`config.mk`:
```
export PLATFORM = sky130hd
export DESIGN_NAME = mdu
export DESIGN_NICKNAME = d
export VERILOG_FILES = /design/src/rtl/mdu.sv
export SDC_FILE = /design/constraint.sdc
export NUM_CORES = 2
export LEC_CHECK = 0
export ABC_AREA = 1
export BUFFER_PORTS_ARGS = -buffer_cell sky130_fd_sc_hd__buf_2
export CORE_ASPECT_RATIO = 0.9
export CORE_UTILIZATION = 45
export CTS_CLUSTER_DIAMETER = 120
export DETAILED_ROUTE_END_ITERATION = 6
export GPL_TIMING_DRIVEN = 1
export PLACE_DENSITY = 0.58
export SLEW_MARGIN = 15
export SYNTH_ARGS = -nofsm -noshare
export SYNTH_HDL_FRONTEND = slang
export SYNTH_SLANG_ARGS = --single-unit
```
`constraint.sdc`:
```
create_clock -name clk -period 4.6 [get_ports clk]
set_input_delay 0.23 -clock clk [delete_from_list [all_inputs] [get_ports clk]]
set_output_delay 0.23 -clock clk [all_outputs]
set_load 0.01 [all_outputs]
```
`src/rtl/mdu.sv`:
```
// mdu: iterative 32x32 multiply / 32-step restoring divide, {HI,LO} result, ready/stall handshake with EX
// ports: clk, rst (async active-low), start_i, annul_i, aluop_i[7:0], reg1_i, reg2_i -> result_o[63:0], ready_o, stallreq_o
module mdu #(
  parameter int WIDTH = 32
) (
  input  logic               clk,
  input  logic               rst,
  input  logic               start_i,
  input  logic               annul_i,
  input  logic [7:0]         aluop_i,
  input  logic [WIDTH-1:0]   reg1_i,
  input  logic [WIDTH-1:0]   reg2_i,
  output logic [2*WIDTH-1:0] result_o,
  output logic               ready_o,
  output logic               stallreq_o
);
  localparam logic [7:0] EXE_MULT_OP  = 8'b00011000;
  localparam logic [7:0] EXE_MULTU_OP = 8'b00011001;
  localparam logic [7:0] EXE_DIV_OP   = 8'b00011010;
  localparam logic [7:0] EXE_DIVU_OP  = 8'b00011011;
  localparam int CW = $clog2(WIDTH);
  typedef enum logic [1:0] {IDLE, DIV, DONE} state_t;
  state_t state_q, state_d;
  logic [CW-1:0] cnt_q, cnt_d;
  logic [WIDTH-1:0] rem_q, rem_d, quot_q, quot_d, dvd_q, dvd_d, dvs_q, dvs_d;
  logic qneg_q, qneg_d, rneg_q, rneg_d, ready_q, ready_d;
  logic [2*WIDTH-1:0] res_q, res_d, prod;
  logic [WIDTH:0] pr, sub;
  logic [WIDTH-1:0] qn, rn, a_abs, b_abs;
  logic is_mul, is_div, sg;
  assign is_mul = aluop_i == EXE_MULT_OP || aluop_i == EXE_MULTU_OP;
  assign is_div = aluop_i == EXE_DIV_OP || aluop_i == EXE_DIVU_OP;
  assign sg = aluop_i == EXE_MULT_OP || aluop_i == EXE_DIV_OP;
  // sign-extend only for signed ops; the low 2*WIDTH bits of the product are then exact
  assign prod = {{WIDTH{sg & reg1_i[WIDTH-1]}}, reg1_i} * {{WIDTH{sg & reg2_i[WIDTH-1]}}, reg2_i};
  assign a_abs = (sg & reg1_i[WIDTH-1]) ? -reg1_i : reg1_i;
  assign b_abs = (sg & reg2_i[WIDTH-1]) ? -reg2_i : reg2_i;
  // rem < divisor always holds, so the borrow bit of sub alone decides pr >= divisor
  assign pr = {rem_q, dvd_q[WIDTH-1]};
  assign sub = pr - {1'b0, dvs_q};
  assign qn = {quot_q[WIDTH-2:0], ~sub[WIDTH]};
  assign rn = sub[WIDTH] ? pr[WIDTH-1:0] : sub[WIDTH-1:0];
  always_comb begin
    state_d = state_q;
    cnt_d = cnt_q;
    rem_d = rem_q;
    quot_d = quot_q;
    dvd_d = dvd_q;
    dvs_d = dvs_q;
    qneg_d = qneg_q;
    rneg_d = rneg_q;
    res_d = res_q;
    ready_d = 1'b0;
    if (annul_i) begin
      state_d = IDLE;
    end else begin
      case (state_q)
        IDLE: if (start_i) begin
          if (is_div && reg2_i != '0) begin
            dvd_d = a_abs;
            dvs_d = b_abs;
            qneg_d = sg & (reg1_i[WIDTH-1] ^ reg2_i[WIDTH-1]);
            rneg_d = sg & reg1_i[WIDTH-1];
            rem_d = '0;
            quot_d = '0;
            cnt_d = '0;
            state_d = DIV;
          end else begin
            res_d = is_mul ? prod : '0;
            ready_d = 1'b1;
            state_d = DONE;
          end
        end
        DIV: begin
          rem_d = rn;
          quot_d = qn;
          dvd_d = dvd_q << 1;
          cnt_d = cnt_q + 1'b1;
          if (cnt_q == CW'(WIDTH - 1)) begin
            res_d = {rneg_q ? -rn : rn, qneg_q ? -qn : qn};
            ready_d = 1'b1;
            state_d = DONE;
          end
        end
        DONE: begin
          ready_d = start_i;
          state_d = start_i ? DONE : IDLE;
        end
        default: state_d = IDLE;
      endcase
    end
  end
  always_ff @(posedge clk or negedge rst) begin
    if (!rst) begin
      state_q <= IDLE;
      cnt_q <= '0;
      rem_q <= '0;
      quot_q <= '0;
      dvd_q <= '0;
      dvs_q <= '0;
      qneg_q <= 1'b0;
      rneg_q <= 1'b0;
      res_q <= '0;
      ready_q <= 1'b0;
    end else begin
      state_q <= state_d;
      cnt_q <= cnt_d;
      rem_q <= rem_d;
      quot_q <= quot_d;
      dvd_q <= dvd_d;
      dvs_q <= dvs_d;
      qneg_q <= qneg_d;
      rneg_q <= rneg_d;
      res_q <= res_d;
      ready_q <= ready_d;
    end
  end
  assign result_o = res_q;
  assign ready_o = ready_q;
  assign stallreq_o = start_i & ~ready_q & ~annul_i;
endmodule

```
* Yosys cells after proc, flatten, opt, wreduce, memory -nomap -nowiden
Index checks and enable logic that the tools add are counted.
** Cells by class
- $mul :: 1
- Reduce and logical (&&, ||, !) cells :: 11
- Muxes and demuxes :: 31
- Eq/ne operators :: 13
- Bitwise logic cells :: 9
- $add $sub $neg :: 6
** Operator list (number)
- $mux W32 :: 9
- $mux W64 :: 4
- $neg A32 Y32 :: 4
- $pmux W32 S2 :: 2
- $pmux W64 S2 :: 1
- $mul A33 B33 Y64 :: 1
- $pmux W31 S2 :: 1
- $sub A33 B32 Y33 :: 1
- $eq A8 B5 Y1 const B :: 4
- $reduce_bool A32 Y1 :: 1
- $mux W2 :: 5
- $mux W5 :: 2
- $pmux W5 S2 :: 1
- $ne A2 B2 Y1 const B :: 4
- $reduce_and A4 Y1 :: 2
- $ne A3 B3 Y1 const B :: 2
- $pmux W2 S3 :: 1
- $add A5 B1 Y5 const B :: 1
- $and A1 B1 Y1 :: 5
- $eq A5 B5 Y1 const B :: 1
- $reduce_and A5 Y1 :: 1
- $mux W1 :: 4
- $logic_or A1 B1 Y1 :: 3
- $not A1 Y1 :: 3
- other kinds (8) :: 8
** Storage, ports and cells
- Register bits :: 201
- Bits of input ports :: 76
- Logic and storage cells :: 81

* Logic depth before layout (Yosys ltp)
- Depth after elaboration :: 8
- Gate-level depth with buffers :: 43

* Worst setup path before layout
No wires, ideal clock.
- Path type :: input to register
- Start :: in aluop_i[6]
- End :: reg res_q[59] (netlist: result_o[59])
- Library setup time :: 0.077 ns
- Path slack :: -3.274 ns
- Cell stages on the path :: 38
- Data required time :: 4.523 ns
- Path buffers :: 2
- Data arrival time :: 7.796 ns
- Cells stage by stage :: nor2_1 > nand3b_1 > nor2_1 > inv_1 > nor2_1 > inv_1 > clkbuf_1 > buf_1 > nor2_1 > fa_1 > fa_1 > fa_1 > fa_1 > inv_1 > fa_1 > inv_1 > fa_1 > inv_1 > [2 not listed] > inv_1 > ha_1 > nand2_1 > nor2_1 > inv_1 > nor2_1 > inv_1 > nor2_1 > nand3_1 > nand3_1 > nand2_1 > nand2_1 > nand2_1 > nand2_1 > nor2_1 > o21ai_0 > inv_1 > a21oi_1
** On the way
- Cells in the longest elaborated chain, start to end :: 8
- Elaborated cells between the ends (all ways) :: 17
- Classes of those cells :: 1 x mul; 5 x eq/ne; 4 x mux; 2 x bitwise; 5 x reduce/logical
** Ends and longest elaborated chain
- from (decl) :: line 10 : input logic [7:0] aluop_i,
- $eq A8 B5 Y1, on equally long branches :: line 31, 33, 32
- $logic_or A1 B1 Y1 :: line 33 : assign sg = aluop_i == EXE_MULT_OP || aluop_i == EXE_DIV_OP;
- $and A1 B1 Y1 :: line 35 : assign prod = {{WIDTH{sg & reg1_i[WIDTH-1]}}, reg1_i} * {{WIDTH{sg & reg2_i[WIDTH-1]}}, reg2_i};
- $mul A33 B33 Y64 :: line 35
- $mux W64 :: line 69 : res_d = is_mul ? prod : '0;
- $mux W64 :: line 59 : if (is_div && reg2_i != '0) begin
- $mux W64 :: line 58 : IDLE: if (start_i) begin
- $pmux W64 S2 :: line 57 : case (state_q)
- to (signal assigned) :: line 114 : res_q <= res_d;
- to (decl) :: line 27 : logic [2*WIDTH-1:0] res_q, res_d, prod;
Parallel ways exist; a longest one is shown, timed or not. The select of a mux whose other input is x is not followed.
A chain may end at the register's enable or synchronous reset.

* Final worst setup path
- Start :: in aluop_i[5]
- End :: reg res_q[63] (netlist: result_o[63])
The elaborated chain is that of the path after synthesis.

==> results.yml <==
synthesis:
  synth.avg_cell_area_um2: 7.64
  ys_seq_elements: 201
  synthTopCellsByCount: "inv_1, nand2_1, fa_1"
  synth.top_cell.area_share: 0.423
  ys_seq_area_frac: 0.0943
  synth_area_um2: 53300
  synth.distinct_cells: 56
  synth_top_cell_by_area: "fa_1"
  syn_inst: 6981
  synth_warnings: 0
  synth_most_common_cell: "inv_1"
  synthTopCellsByArea: "fa_1, inv_1, nand2_1"
  synth-async-reset-ratio: 1.00
  synth_edf_count: 0
  syn_nets: 8434
  synthFlopType: "dfrtp_1"
run_status:
  violations: "DRC, setup timing"
  status: "complete, but fails checks"
setup_path:
  required_ns: 5.09
  r2r_start: "rem_q[6]"
  cp.arrival_ns: 7.77
  path_class: "input pin to flop"
  setup.worst_path.end: "result_o[63]"
  r2r-end: "result_o[28]"
  path_max_fanout: 6
  r2r_cells: 26
  cp_top_family: "adder cells"
  cpPeakStageDelay_ns: 0.65
  cp.depth: 39
  crit_top_cell: "fa_1"
  start_kind: "input pin"
  crit_start: "aluop_i[5]"
  worstSetupEndpointType: "flop"
  critPathBufInv: 10
  critPathSlowestCell: "fa_2"
  r2r_slack_ns: 0.05
cells_and_area:
  syn_to_final_growth_pct: 25.0
  final_nets: 9083
  nFillCells: 11014
  layout-drive-gt1-share: 0.223
placement:
  pre_cts_slack_ns: -3.52
  numPortBuffers: 141
  dp.final_hpwl_mm: 161
  place.gp.congestion: 0.989
global_route:
  gr-total-overflow: 0
  antenna_found_initial: 21
  grt_pass1_wl_mm: 294
  grt_usage: 0.326
  grt_max_degree: 102
  grt_pass1_vias: 48760
detailed_routing:
  totalWireLength_mm: 191
  drc: 1
  via_count: 47494
  detail-route-antenna-nets: 0
  drt_iter0_markers: 3576
  firstDrtPassIters: 7
  routed_via_density: 5.15
  wire_per_inst_um: 20.7
sta:
  worst_slew_pin_slew_ns: 1.10
  clock-skew-final_ns: 0.0158
  rsz0062_at_grt: "true"
  fin_crit_sh: 1.58
  hold_viol_final: 0
  relSlewSlack: 0.266
  setup_violations: 56
  drv_slew: 0
  setup_slack_ns: -2.69
  min_period_ns: 7.29
  max_freq_mhz: 137
clock_network:
  cts.clk_slew.worst_paths_ns: 0.06
  clock_latency_ns: 0.58
  clock-sinks: 201
  clockRootBuffer: "clkbuf_16"
  cts_buffer_depth: 3
  numCtsBuffers: 23
  cts_tree: "done"
  h-tree-depth: 1
die:
  fp.coreArea_um2: 117000
  die_area_um2: 120000
  io_pins: 142
  die_y_um: 329
  die_w_um: 365
  rows: 119
  start_util: 0.455
worst_hold_path:
  hold_class: "input pin to flop"
flow_run:
  drv_cap: 0
==> repair_timing <==
item	in CTS	in global routing
setup endpoints to repair	56	56
hold buffers	3	0
pin swaps	248	129
gates cloned	4	0
gates resized for setup	668	281
endpoints found under the hold margin	101	0
setup buffers	76	50
==> layout by cell type (no fill, tap or decap), types with 58 or more instances in the layout <==
cell type  count
a21oi_1      104
a21oi_2       67
buf_12        58
buf_2         92
buf_4        652
buf_6        133
dfrtp_1      201
fa_1        1067
fa_2          59
ha_1         179
ha_4          71
inv_1       1711
inv_2        111
nand2_1     1669
nand2_2       89
nand3_1      164
nor2_1       311
o21ai_0      167
==> worst min path at each step <==
stage	from	to	slack [ns]	depth (start not counted)
2_1_floorplan	rst	cnt_q[0]	-0.07	0
3_3_place_gp	rst	rem_q[19]	0.31	1
3_5_place_dp	rst	rem_q[19]	0.31	1
4_1_cts	start_i	ready_o	0.01	3
5_1_grt	start_i	ready_o	0.04	3
6_report	start_i	ready_o	0.05	3
==> tightest hold or removal path, delay by kind of cell <==
| family | cells | cell delay [ns] |
|---|---|---|
| buffers and inverters | 1 | 0.12 |
| AO/OA/AOI/OAI | 1 | 0.11 |
| AND/OR/NAND/NOR | 1 | 0.10 |
==> cell families (layout without fill, tap and decap cells) <==
logic type / Yosys count / count (layout) / share of synthesized area
DFF: 201 / 201 / 0.0943
AOI/OAI and AO/OA: 625 / 625 / 0.0656
adders and majority gates: 1377 / 1377 / 0.481
and+or+nand+nor: 2508 / 2508 / 0.189
other: 0 / 11 / 0
buffers and inverters: 2178 / 2844 / 0.154
xor gates and xnor gates: 92 / 92 / 0.0151
==> sequential cells by signal (all words and copies together), names as in the netlist <==
register / cells
result_o: 64
dvd_q: 32
dvs_q: 32
rem_q: 32
quot_q: 31
cnt_q: 5
state_q: 2
qneg_q: 1
ready_o: 1
rneg_q: 1
==> metrics by stage <==
stage	area (um2)	instances	util	hold slack, ns	TNS, ns
5_1_grt	66700	9229	0.568	0.0394	-122.19
6_report	66700	9231	0.568	0.0524	-110.41
3_3_place_gp	61300	9058	0.522	0.313	-152.79
4_1_cts	65100	9176	0.555	0.0137	-100.43
2_1_floorplan	55400	6981	-	-0.0656	-100.96
3_5_place_dp	61300	9058	0.522	0.315	-156.18
==> layer usage <==
metal	wire length (um)	global-route usage
met1	81500	0.450
met2	91400	0.535
met3	12100	0.0399
met4	6200	0.0982
met5	37	0
==> area by class of cell <==
type	count	area, um2	area share
multi-input cells	4602	43400	0.651
clock inverters	11	105	0.00158
inverters	1834	6920	0.104
well taps	1573	1970	0.0295
diodes	11	27.5	0.000413
flip-flops and latches	201	5030	0.0755
repair buffers	968	8580	0.129
clock buffers	31	636	0.00953
Power is left out: the tool's default activity adds up to more than one toggle a clock period on the data nets, which glitch-free logic cannot reach.
